### config.mk
export PLATFORM = sky130hd
export DESIGN_NAME = mmio_uart_tx
export DESIGN_NICKNAME = d
export VERILOG_FILES = /design/src/rtl/uart_pkg.sv /design/src/rtl/sync_fifo.sv /design/src/rtl/mmio_uart_tx.sv
export SDC_FILE = /design/constraint.sdc
export NUM_CORES = 1
export LEC_CHECK = 0
export CORE_UTILIZATION = 51
export CTS_BUF_LIST = sky130_fd_sc_hd__clkbuf_4 sky130_fd_sc_hd__clkbuf_8
export DETAILED_ROUTE_END_ITERATION = 8
export GPL_ROUTABILITY_DRIVEN = 0
export MAX_ROUTING_LAYER = met4
export PLACE_DENSITY_LB_ADDON = 0.25
export SYNTH_ARGS = -nofsm -noshare
export SYNTH_HDL_FRONTEND = slang
export SYNTH_SLANG_ARGS = --single-unit
### constraint.sdc
create_clock -name clk -period 2.5 [get_ports clk]
set_clock_uncertainty 0.15 [all_clocks]
set_input_delay 0.5 -clock clk [delete_from_list [all_inputs] [get_ports clk]]
set_output_delay 0.5 -clock clk [all_outputs]
set_load 0.02 [all_outputs]
### src/rtl/uart_pkg.sv
// Shared definitions for the memory-mapped UART transmitter: FSM states,
// register offsets, STATUS bit positions and small constant helpers.
package uart_pkg;

  typedef enum logic [1:0] {
    ST_IDLE  = 2'd0,
    ST_START = 2'd1,
    ST_DATA  = 2'd2,
    ST_STOP  = 2'd3
  } tx_state_e;

  localparam logic [2:0] TXDATA_OFS = 3'h0;
  localparam logic [2:0] STATUS_OFS = 3'h4;

  localparam int STAT_FULL    = 0;
  localparam int STAT_EMPTY   = 1;
  localparam int STAT_BUSY    = 2;
  localparam int STAT_OVF     = 3;
  localparam int STAT_CNT_LSB = 4;

  // Clock cycles per bit, rounded to nearest.
  function automatic int baud_div(input int clk_hz, input int baud);
    return (clk_hz + baud / 2) / baud;
  endfunction

  // STATUS reports the FIFO count in a 4-bit field that saturates at 15.
  function automatic logic [3:0] sat_count(input int unsigned c);
    return (c > 15) ? 4'hF : c[3:0];
  endfunction

endpackage

### src/rtl/sync_fifo.sv
// Single-clock first-word-fall-through FIFO. A push while full and a pop
// while empty are ignored; the read data is the entry at the read pointer.
module sync_fifo #(
  parameter int WIDTH = 8,
  parameter int DEPTH = 8
) (
  input  logic                     clk,
  input  logic                     rst,
  input  logic                     push,
  input  logic [WIDTH-1:0]         wdata,
  input  logic                     pop,
  output logic [WIDTH-1:0]         rdata,
  output logic                     full,
  output logic                     empty,
  output logic [$clog2(DEPTH):0]   count
);

  localparam int PW = $clog2(DEPTH);
  localparam int CW = PW + 1;

  logic [WIDTH-1:0] mem [DEPTH];
  logic [PW-1:0]    wr_ptr;
  logic [PW-1:0]    rd_ptr;
  logic             push_ok;
  logic             pop_ok;

  // Fullness is judged on the current count, so a push on the same edge as
  // a pop from a full FIFO is still dropped.
  assign full    = (count == CW'(DEPTH));
  assign empty   = (count == '0);
  assign push_ok = push && !full;
  assign pop_ok  = pop && !empty;
  assign rdata   = mem[rd_ptr];

  // Storage write.
  // NOTE: the array has no reset; its contents are never observed before a
  // push writes them, and leaving it out lets the storage map onto plain RAM.
  always_ff @(posedge clk) begin
    if (push_ok) mem[wr_ptr] <= wdata;
  end

  // Pointers wrap naturally because DEPTH is a power of two.
  // NOTE: sequential state uses non-blocking assignments so every flop
  // samples pre-edge values regardless of statement order.
  always_ff @(posedge clk or negedge rst) begin
    if (!rst) begin
      wr_ptr <= '0;
      rd_ptr <= '0;
      count  <= '0;
    end else begin
      if (push_ok) wr_ptr <= wr_ptr + PW'(1);
      if (pop_ok)  rd_ptr <= rd_ptr + PW'(1);
      count <= count + CW'(push_ok) - CW'(pop_ok);
    end
  end

endmodule

### src/rtl/mmio_uart_tx.sv
// Memory-mapped 8N1 UART transmitter: CPU stores fill a FIFO, a bit-timing
// FSM drains it onto tx, and a STATUS register plus an empty interrupt report
// progress.
module mmio_uart_tx
  import uart_pkg::*;
#(
  parameter int CLK_HZ     = 50_000_000,
  parameter int BAUD       = 115_200,
  parameter int FIFO_DEPTH = 8
) (
  input  logic        clk,
  input  logic        rst,
  input  logic        bus_we,
  input  logic        bus_re,
  input  logic [2:0]  bus_addr,
  input  logic [31:0] bus_wdata,
  output logic [31:0] bus_rdata,
  output logic        bus_rvalid,
  output logic        tx,
  output logic        irq_empty
);

  localparam int DIV   = baud_div(CLK_HZ, BAUD);
  localparam int BW    = (DIV > 1) ? $clog2(DIV) : 1;
  localparam int CNT_W = $clog2(FIFO_DEPTH) + 1;

  tx_state_e        state, state_d;
  logic [BW-1:0]    baud_cnt, baud_d;
  logic [2:0]       bit_idx, bit_d;
  logic [7:0]       shreg, shreg_d;
  logic             tx_d;
  logic             baud_done;
  logic             overflow;
  logic [31:0]      status;

  logic             wr_tx;
  logic             rd_stat;
  logic             fifo_pop;
  logic [7:0]       fifo_rdata;
  logic             fifo_full;
  logic             fifo_empty;
  logic [CNT_W-1:0] fifo_count;
  logic [CNT_W-1:0] cnt_after;

  // Only the low byte of store data is meaningful.
  wire unused_wdata = ^bus_wdata[31:8];

  assign wr_tx     = bus_we && (bus_addr == TXDATA_OFS);
  assign rd_stat   = bus_re && (bus_addr == STATUS_OFS);
  assign baud_done = (baud_cnt == BW'(DIV - 1));

  sync_fifo #(
    .WIDTH (8),
    .DEPTH (FIFO_DEPTH)
  ) u_fifo (
    .clk   (clk),
    .rst   (rst),
    .push  (wr_tx),
    .wdata (bus_wdata[7:0]),
    .pop   (fifo_pop),
    .rdata (fifo_rdata),
    .full  (fifo_full),
    .empty (fifo_empty),
    .count (fifo_count)
  );

  // Frame sequencing: next state, next line level and FIFO pop decision.
  // NOTE: every output of this block gets a default first, so no path can
  // leave a value unassigned and infer a latch.
  always_comb begin
    state_d  = state;
    baud_d   = baud_cnt;
    bit_d    = bit_idx;
    shreg_d  = shreg;
    tx_d     = tx;
    fifo_pop = 1'b0;
    if (state != ST_IDLE) baud_d = baud_done ? '0 : baud_cnt + BW'(1);
    unique case (state)
      ST_IDLE: begin
        if (!fifo_empty) begin
          fifo_pop = 1'b1;
          shreg_d  = fifo_rdata;
          baud_d   = '0;
          state_d  = ST_START;
          tx_d     = 1'b0;
        end
      end
      ST_START: begin
        if (baud_done) begin
          state_d = ST_DATA;
          bit_d   = 3'd0;
          tx_d    = shreg[0];
        end
      end
      ST_DATA: begin
        if (baud_done) begin
          if (bit_idx == 3'd7) begin
            state_d = ST_STOP;
            tx_d    = 1'b1;
          end else begin
            shreg_d = {1'b0, shreg[7:1]};
            bit_d   = bit_idx + 3'd1;
            tx_d    = shreg[1];
          end
        end
      end
      ST_STOP: begin
        if (baud_done) begin
          if (!fifo_empty) begin
            // Back-to-back frame: the next start bit follows with no gap.
            fifo_pop = 1'b1;
            shreg_d  = fifo_rdata;
            state_d  = ST_START;
            tx_d     = 1'b0;
          end else begin
            state_d = ST_IDLE;
            tx_d    = 1'b1;
          end
        end
      end
      default: state_d = ST_IDLE;
    endcase
  end

  // FIFO occupancy after this edge, used so irq_empty tracks the new state.
  assign cnt_after = fifo_count + CNT_W'(wr_tx && !fifo_full) - CNT_W'(fifo_pop);

  // Serializer registers; tx comes straight from a flop.
  always_ff @(posedge clk or negedge rst) begin
    if (!rst) begin
      state     <= ST_IDLE;
      baud_cnt  <= '0;
      bit_idx   <= '0;
      shreg     <= '0;
      tx        <= 1'b1;
      irq_empty <= 1'b1;
    end else begin
      state     <= state_d;
      baud_cnt  <= baud_d;
      bit_idx   <= bit_d;
      shreg     <= shreg_d;
      tx        <= tx_d;
      irq_empty <= (state_d == ST_IDLE) && (cnt_after == '0);
    end
  end

  // STATUS word assembled from live state.
  always_comb begin
    status                        = '0;
    status[STAT_FULL]             = fifo_full;
    status[STAT_EMPTY]            = fifo_empty;
    status[STAT_BUSY]             = (state != ST_IDLE);
    status[STAT_OVF]              = overflow;
    status[STAT_CNT_LSB +: 4]     = sat_count(32'(fifo_count));
  end

  // Sticky overflow: set by a store into a full FIFO, cleared by a STATUS
  // load. A simultaneous drop wins so the new event is not lost.
  always_ff @(posedge clk or negedge rst) begin
    if (!rst) begin
      overflow <= 1'b0;
    end else if (wr_tx && fifo_full) begin
      overflow <= 1'b1;
    end else if (rd_stat) begin
      overflow <= 1'b0;
    end
  end

  // Registered load response; data holds between loads.
  always_ff @(posedge clk or negedge rst) begin
    if (!rst) begin
      bus_rvalid <= 1'b0;
      bus_rdata  <= '0;
    end else begin
      bus_rvalid <= bus_re;
      if (bus_re) bus_rdata <= (bus_addr == STATUS_OFS) ? status : 32'h0;
    end
  end

endmodule

==> results of run 1 <==
-- layout make-up --
| class | count | share of cell area [%] |
|---|---|---|
| multi-input combinational | 235 | 31.9 |
| clock buffer | 9 | 2.16 |
| sequential | 108 | 52.7 |
| inverter | 17 | 1.15 |
| timing repair buffer | 55 | 8.12 |
| clock inverter | 7 | 1.15 |
| tap | 129 | 2.81 |
-- critical path: stages --
cell and delay (ns):
dlygate4sd2_1 0.24, or3b_1 0.37, or3_4 0.41, inv_4 0.07
ha_4 0.14, ha_4 0.16, xor2_4 0.14, xnor2_1 0.13
nand4_1 0.12, nor4b_2 0.23
-- registers in the layout, summed over array words and instances (netlist names) --
name / count
baud_cnt: 9
bit_idx: 3
bus_rdata: 8
bus_rvalid: 1
irq_empty: 1
overflow: 1
shreg: 8
state: 2
tx: 1
u_fifo.count: 4
u_fifo.mem: 64
u_fifo.rd_ptr: 3
u_fifo.wr_ptr: 3
-- path summary, 6_finish.rpt --
check / from / end / slack [ns] / cells after the start
worst min-delay path: rst / baud_cnt[8] / 0.04 / 2
worst max register to register: baud_cnt[0] / irq_empty / 0.23 / 8
worst min register to register: overflow / overflow / 0.38 / 2
max in group asynchronous: rst / tx / 1.79 / 2
worst max-delay path: bus_addr[0] / irq_empty / 0.14 / 10
min in group clk: overflow / overflow / 0.38 / 2
-- metrics by stage --
step           util, %  std cells  total power [W]
2_1_floorplan        -        399          0.00365
3_3_place_gp      58.8        543          0.00409
3_5_place_dp      58.8        543          0.00413
4_1_cts           61.0        560          0.00514
5_1_grt           61.0        560          0.00544
6_report          61.0        560          0.00511
-- cells in the mapped netlist, drive strengths merged, types with 3 or more instances --
cell / count / area share [%]
clkbuf: 8 / 0.60
edfxtp: 64 / 38
o21ai: 35 / 3.7
nor4b: 3 / 0.65
inv: 17 / 1.3
a21oi: 8 / 0.87
nor2: 10 / 0.80
or2: 4 / 0.50
nor3: 9 / 1.0
xor2: 5 / 0.87
xnor2: 6 / 1.0
a31oi: 4 / 0.50
a22o: 4 / 0.70
o22ai: 3 / 0.37
buf: 31 / 4.5
ha: 16 / 4.0
mux2: 9 / 2.1
nand3: 7 / 0.70
nand2: 30 / 2.2
or3: 4 / 0.50
nor4: 3 / 0.50
mux4: 14 / 6.3
mux2i: 9 / 1.8
nand2b: 5 / 0.62
dfrtp: 42 / 21
-- timing repair --
item | in CTS | in global routing
endpoints found under the setup margin | 1 | 1
gates resized for setup | 4 | 1
buffers inserted | 1 | 0
pin swaps | 8 | 1
-- where the power goes --
group	total [W]	internal (W)	switching, W
registers	0.00237	0.00212	0.000248
logic	0.00172	0.000864	0.000860
clock network	0.00102	0.000387	0.000630
-- routing by layer --
metal / part of all wire (%) / vias to the layer above / wire [um] / GRT usage [%]
met1: 49 / 1456 / 4340 / 27.0
li1: - / 1427 / - / -
met3: 2.9 / 9 / 261 / 4.76
met2: 47 / 51 / 4140 / 29.8
met5: 0 / - / 0 / -
met4: 1.3 / 0 / 112 / 6.02
-- cells by family (layout without fill, tap and decap cells) --
group	count (synthesis)	after routing	share of synthesized area (%)
DFF	108	108	60.1
and+or+nand+nor	88	88	9.53
AOI/OAI and AO/OA	64	64	7.81
buffers and inverters	56	88	6.39
muxes	32	32	10.1
adders and majority gates	16	16	3.98
xor gates and xnor gates	11	11	1.92
other	1	24	0.0746
-- cell usage in the layout, fill, tap and decap left out, types with 5 or more instances in the layout --
cell,Yosys,routed
nand2_1,30,30
ha_1,16,14
o21ai_0,28,28
nand2b_1,5,5
dfrtp_1,42,42
clkbuf_8,0,9
nand3_1,7,7
inv_1,16,16
xnor2_1,6,6
mux4_2,14,14
nor2_1,9,9
a21oi_1,7,7
nor3_1,8,7
edfxtp_1,64,64
mux2i_1,9,9
o21ai_1,6,6
clkdlybuf4s50_1,0,21
buf_4,24,30
conb_1,1,24
mux2_2,6,6
==> metrics.md, run 1 <==
| Metric | Value |
|---|---|
| Final min period | 2.36 ns |
| Worst EP required | 2.65 ns |
| Crit path launch type | primary input |
| Final nets | 481 |
| Row cnt | 35 |
| GRT Overall Usage | 19.9% |
| Initial Utilization | 53.4% |
| Total die area | 10300 um2 |
| Worst Setup Slack post-DPL | -0.441 ns |
| Seq/Total Area, Yosys | 60.1% |
| Post-Synthesis Cells | 376 |
| RSZ-0062 raised after global routing | false |
| Max Cap Viol | 0 |
| Initial antenna violation count | 0 |
| 1st-pass router iterations | 6 |
| Worst endpoint data arrival time | 2.50 ns |
| Worst-path clk slew | 0.11 ns |
| TritonCTS clock tree | done |
| Final setup margin | 0.143 ns |
| Power density over cell area | 890 nW/um2 |
| Sequential Area | 3030 um2 |
| Core area | 9420 um2 |
| Die Y-Extent | 101 um |
| Worst Setup Path Type | primary input to register |
| # DRC | 0 |
| Synth Warn # | 0 |
| Pin count of the biggest net entering global routing | 45 |
| Ys async rst share | 40.7% |
| Syn avg cell area | 13.4 um2 |
| Setup crit end kind | register |
| Die X | 101 um |
| Worst Max-Slew Pin Slew | 0.618 ns |
| Total global routing overflow | 0 |
| Hold-fix buffers at CTS | 0 |
| Clk_lat worst skew | 0.38 ns |
| Leak pwr | 2.18 nW |
| Synth-to-Final Area Change | 14.2% |
| Dpl cell area | 5540 um2 |
| Status | finished, final reports clean |
| Placed wire-length estimate | 6.17 mm |
| Min-delay worst type | primary input to asynchronous set/reset pin |
| Multi-input logic area | 1840 um2 |
| Setup_tns | 0 ns |
| Detailed Route WL | 8.85 mm |
| Post-synth EDFFs | 64 |
| Root Buffer | clkbuf_8 |
| Vias in the first global route | 2846 |
| Port Buffers | 25 |
| CTS buffer count | 9 |
| Routed vias | 2943 |
| Slew Limit Headroom | 58.8% |
| Final hold slack | 0.0422 ns |
| Synth unique cells | 58 |
| Fin. max-slew vios | 0 |
| # setup viols final | 0 |
| # diodes | 0 |
| Crit path max fanout | 2 |
| Mapped cell area | 5030 um2 |
| Antenna Nets Post-Route | 0 |
| I/O pin total | 74 |
| TritonCTS sink count | 108 |
| Flops & latches, synth | 108 |
| Fin crit share | 94.3% |
| Vias per Instance | 5.26 |
| Layout cells sized above 1 | 20.9% |
| Starting DRC count in detailed routing | 159 |
| Endpoints failing hold | 0 |
| First-pass GRT wire length | 14.6 mm |
| Peak VDD IR | 0.588 mV |
| Synth Flop Type | edfxtp_1 |
| Fmax | 424 MHz |
| Clk buf depth | 2 |
| Post-Layout Inst Area | 5750 um2 |
| Htree depth | 3 |
| Fill count | 744 |
| WL/cell | 15.8 um |
(Power assumes the default switching activity.)
==> run 2, diff against run 1 <==
--- a/config.mk
+++ b/config.mk
@@ -5,6 +5,7 @@
 export SDC_FILE = /design/constraint.sdc
 export NUM_CORES = 1
 export LEC_CHECK = 0
+export CAP_MARGIN = 20
 export CORE_UTILIZATION = 51
 export CTS_BUF_LIST = sky130_fd_sc_hd__clkbuf_4 sky130_fd_sc_hd__clkbuf_8
 export DETAILED_ROUTE_END_ITERATION = 8
==> results of run 2 <==
The final DEF is identical to that of run 1; final timing and power are the same.
==> run 3, diff against run 2 <==
--- a/config.mk
+++ b/config.mk
@@ -6,6 +6,7 @@
 export NUM_CORES = 1
 export LEC_CHECK = 0
 export CAP_MARGIN = 20
+export CORE_MARGIN = 2
 export CORE_UTILIZATION = 51
 export CTS_BUF_LIST = sky130_fd_sc_hd__clkbuf_4 sky130_fd_sc_hd__clkbuf_8
 export DETAILED_ROUTE_END_ITERATION = 8
==> run 3 against run 2 <==
  * Cell count is 0.71% higher
  * First-iteration DRC count shrank 37%
  * Sequential cell count did not move
  * Die area increased by 4.0%
  * Sequential share of layout area down 0.057 points
  * Via count increased by 0.85%
  * Register-to-register slack worse by 0.02 ns
  * Critical path type unchanged
  * Clock power hardly changed
  * Hold slack better by 0.00060 ns
  * Setup slack better by 0.0033 ns
  * Critical path depth is 1 higher
==> metrics.md, run 3 (synthesis gave the netlist of run 1 again) <==
| Metric | Value |
|---|---|
| Status | finished, final reports clean |
| Worst-path clk slew | 0.10 ns (about the same) |
| Final min period | 2.35 ns (-0.00330 ns) |
| Setup_tns | 0 ns (unchanged) |
| Worst EP required | 2.65 ns (about the same) |
| Final core utilization | 59.4% (-1.6 points) |
| Fill count | 790 (+6.2%) |
| Worst path depth | 11 (+1) |
| TritonCTS sink count | 108 (unchanged) |
| CTS buffer count | 9 (unchanged) |
| Total power | 0.00512 W (+0.19%) |
| Final nets | 481 (unchanged) |
| Crit path launch type | primary input |
| Endpoints failing hold | 0 (unchanged) |
| Worst r2r path cells | 10 (+2) |
| # setup viols final | 0 (unchanged) |
| CP bufs+invs | 4 (+2) |
| Initial Utilization | 51.9% (-1.5 points) |
| Met2 routed WL | 4.30 mm (+3.9%) |
| Layout cells sized above 1 | 20.9% (unchanged) |
| Final hold slack | 0.0428 ns (+0.000605 ns) |
| Detailed Route WL | 8.78 mm (-0.85%) |
| Clk_lat worst skew | 0.37 ns (about the same) |
| Worst endpoint data arrival time | 2.50 ns (about the same) |
| Crit path max fanout | 2 (unchanged) |
| Synth-to-Final Area Change | 14.4% |
| # DRC | 0 (unchanged) |
| Vias in the first global route | 2854 (+0.28%) |
| WL/cell | 15.6 um (-1.6%) |
| Top Registers | u_fifo.mem (64), baud_cnt (9) |
| Most flop-heavy register | u_fifo.mem |
| Worst path cell trace | dlygate4sd2_1 > or3b_1 > or3_4 > inv_4 > ha_4 > ha_4 > xor2_4 > buf_4 > buf_4 > nor3b_2 > xnor2_1 |
| Crit path max-delay cell type | or3b_1 |
| WL met3 | 303 um (+16%) |
| 1st-pass router iterations | 4 (-2) |
| Uppermost routed layer | met4 |
| Commonest non-fill, non-tap cells in the layout | edfxtp_1, dfrtp_1, nand2_1, buf_4, o21ai_0 |
| RR Startpoint | u_fifo.count[3] |
| Slew Limit Headroom | 63.1% (+4.3 points) |
| GRT Overall Usage | 19.1% (-0.75 points) |
| RSZ-0062 raised after global routing | false |
| Root Buffer | clkbuf_8 |
| Die Y-Extent | 103 um (+2.0%) |
| Leak pwr | 2.18 nW (about the same) |
| Met1 WL | 4.05 mm (-6.9%) |
| Peak VDD IR | 0.536 mV (-9.0%) |
| Max FFs per register | 64 (unchanged) |
| TritonCTS clock tree | done |
| Family with the most delay on the worst path | simple AND/OR/NAND/NOR gates |
| Total die area | 10700 um2 (+4.0%) |
| Worst Max-Slew Pin Slew | 0.553 ns (-0.0642 ns) |
| Clk buf depth | 2 (unchanged) |
| Worst Setup Path Type | primary input to register |
| Die X | 103 um (+2.0%) |
| Setup crit end | u_fifo.count[3] |
| Htree depth | 3 (unchanged) |
| Core area | 9680 um2 (+2.9%) |
| Placed wire-length estimate | 6.12 mm (-0.82%) |
| Critical path startpoint | bus_addr[1] |
| Pin count of the biggest net entering global routing | 45 (unchanged) |
| Setup crit end kind | register |
| First-pass GRT wire length | 14.7 mm (+0.56%) |
| Fmax | 425 MHz (+0.14%) |
| Antenna Nets Post-Route | 0 (unchanged) |
| Total global routing overflow | 0 (unchanged) |
| Row cnt | 36 (+2.9%) |
| Most common library cell in the layout ignoring fill and taps | edfxtp_1 |
| Fin. max-slew vios | 0 (unchanged) |
| Port Buffers | 25 (unchanged) |
| Max Cap Viol | 0 (unchanged) |
| Initial antenna violation count | 0 (unchanged) |
| Power density over cell area | 890 nW/um2 (about the same) |
| Fin crit share | 94.2% (-0.13 points) |
| Vias per Instance | 5.26 (+0.13%) |
| Routed vias | 2968 (+0.85%) |
| Worst R2R Setup Slack | 0.21 ns (-0.02 ns) |
| # diodes | 0 (unchanged) |
| CP peak stage delay | 0.38 ns (-0.03 ns) |
| I/O pin total | 74 (unchanged) |
| Min-delay worst type | primary input to asynchronous set/reset pin |
| Starting DRC count in detailed routing | 100 (-37%) |
| Reg-to-reg critical path endpoint | u_fifo.count[3] |
## run 3: power by group
group	internal [W]	switching, W
logic	0.000884	0.000894
registers	0.00212	0.000208
clock network	0.000387	0.000625
## run 3: worst min path at each step
stage | endpoint | depth (start not counted) | slack (ns) | startpoint
final | baud_cnt[3] | 2 | 0.04 | rst
after global routing | bus_rdata[1] | 2 | 0.09 | rst
after global placement | shreg[2] | 2 | 0.35 | shreg[2]
after floorplan | baud_cnt[0] | 0 | 0.05 | rst
after detailed placement | shreg[7] | 2 | 0.35 | shreg[7]
after CTS | bus_rdata[1] | 2 | 0.05 | rst
## run 3: timing repair
action	in CTS	in global routing
hold buffers	0	0
resized for setup	5	1
setup endpoints to repair	2	1
hold endpoints to repair	0	0
setup buffers	1	1
pin swaps	8	6
## run 3: layout make-up
type	count	area [um2]	share of cell area [%]
timing repair buffer	55	467	8.11
clock buffer	9	124	2.15
inverter	17	66.3	1.15
tap	133	166	2.89
sequential	108	3030	52.6
clock inverter	7	62.6	1.09
multi-input combinational	235	1840	32.0
## run 3: routing by layer
| layer | track usage, % | vias up |
|---|---|---|
| met5 | - | - |
| met2 | 29.4 | 63 |
| met3 | 4.30 | 12 |
| met4 | 5.67 | 0 |
| met1 | 25.8 | 1465 |
| li1 | - | 1428 |
## run 3: metrics by stage
stage,instances,area (um2),setup slack [ns]
2_1_floorplan,399,5180,0.00586
5_1_grt,564,5750,0.0182
6_report,564,5750,0.146
3_5_place_dp,546,5540,-0.450
3_3_place_gp,546,5540,-0.417
4_1_cts,563,5740,0.0798
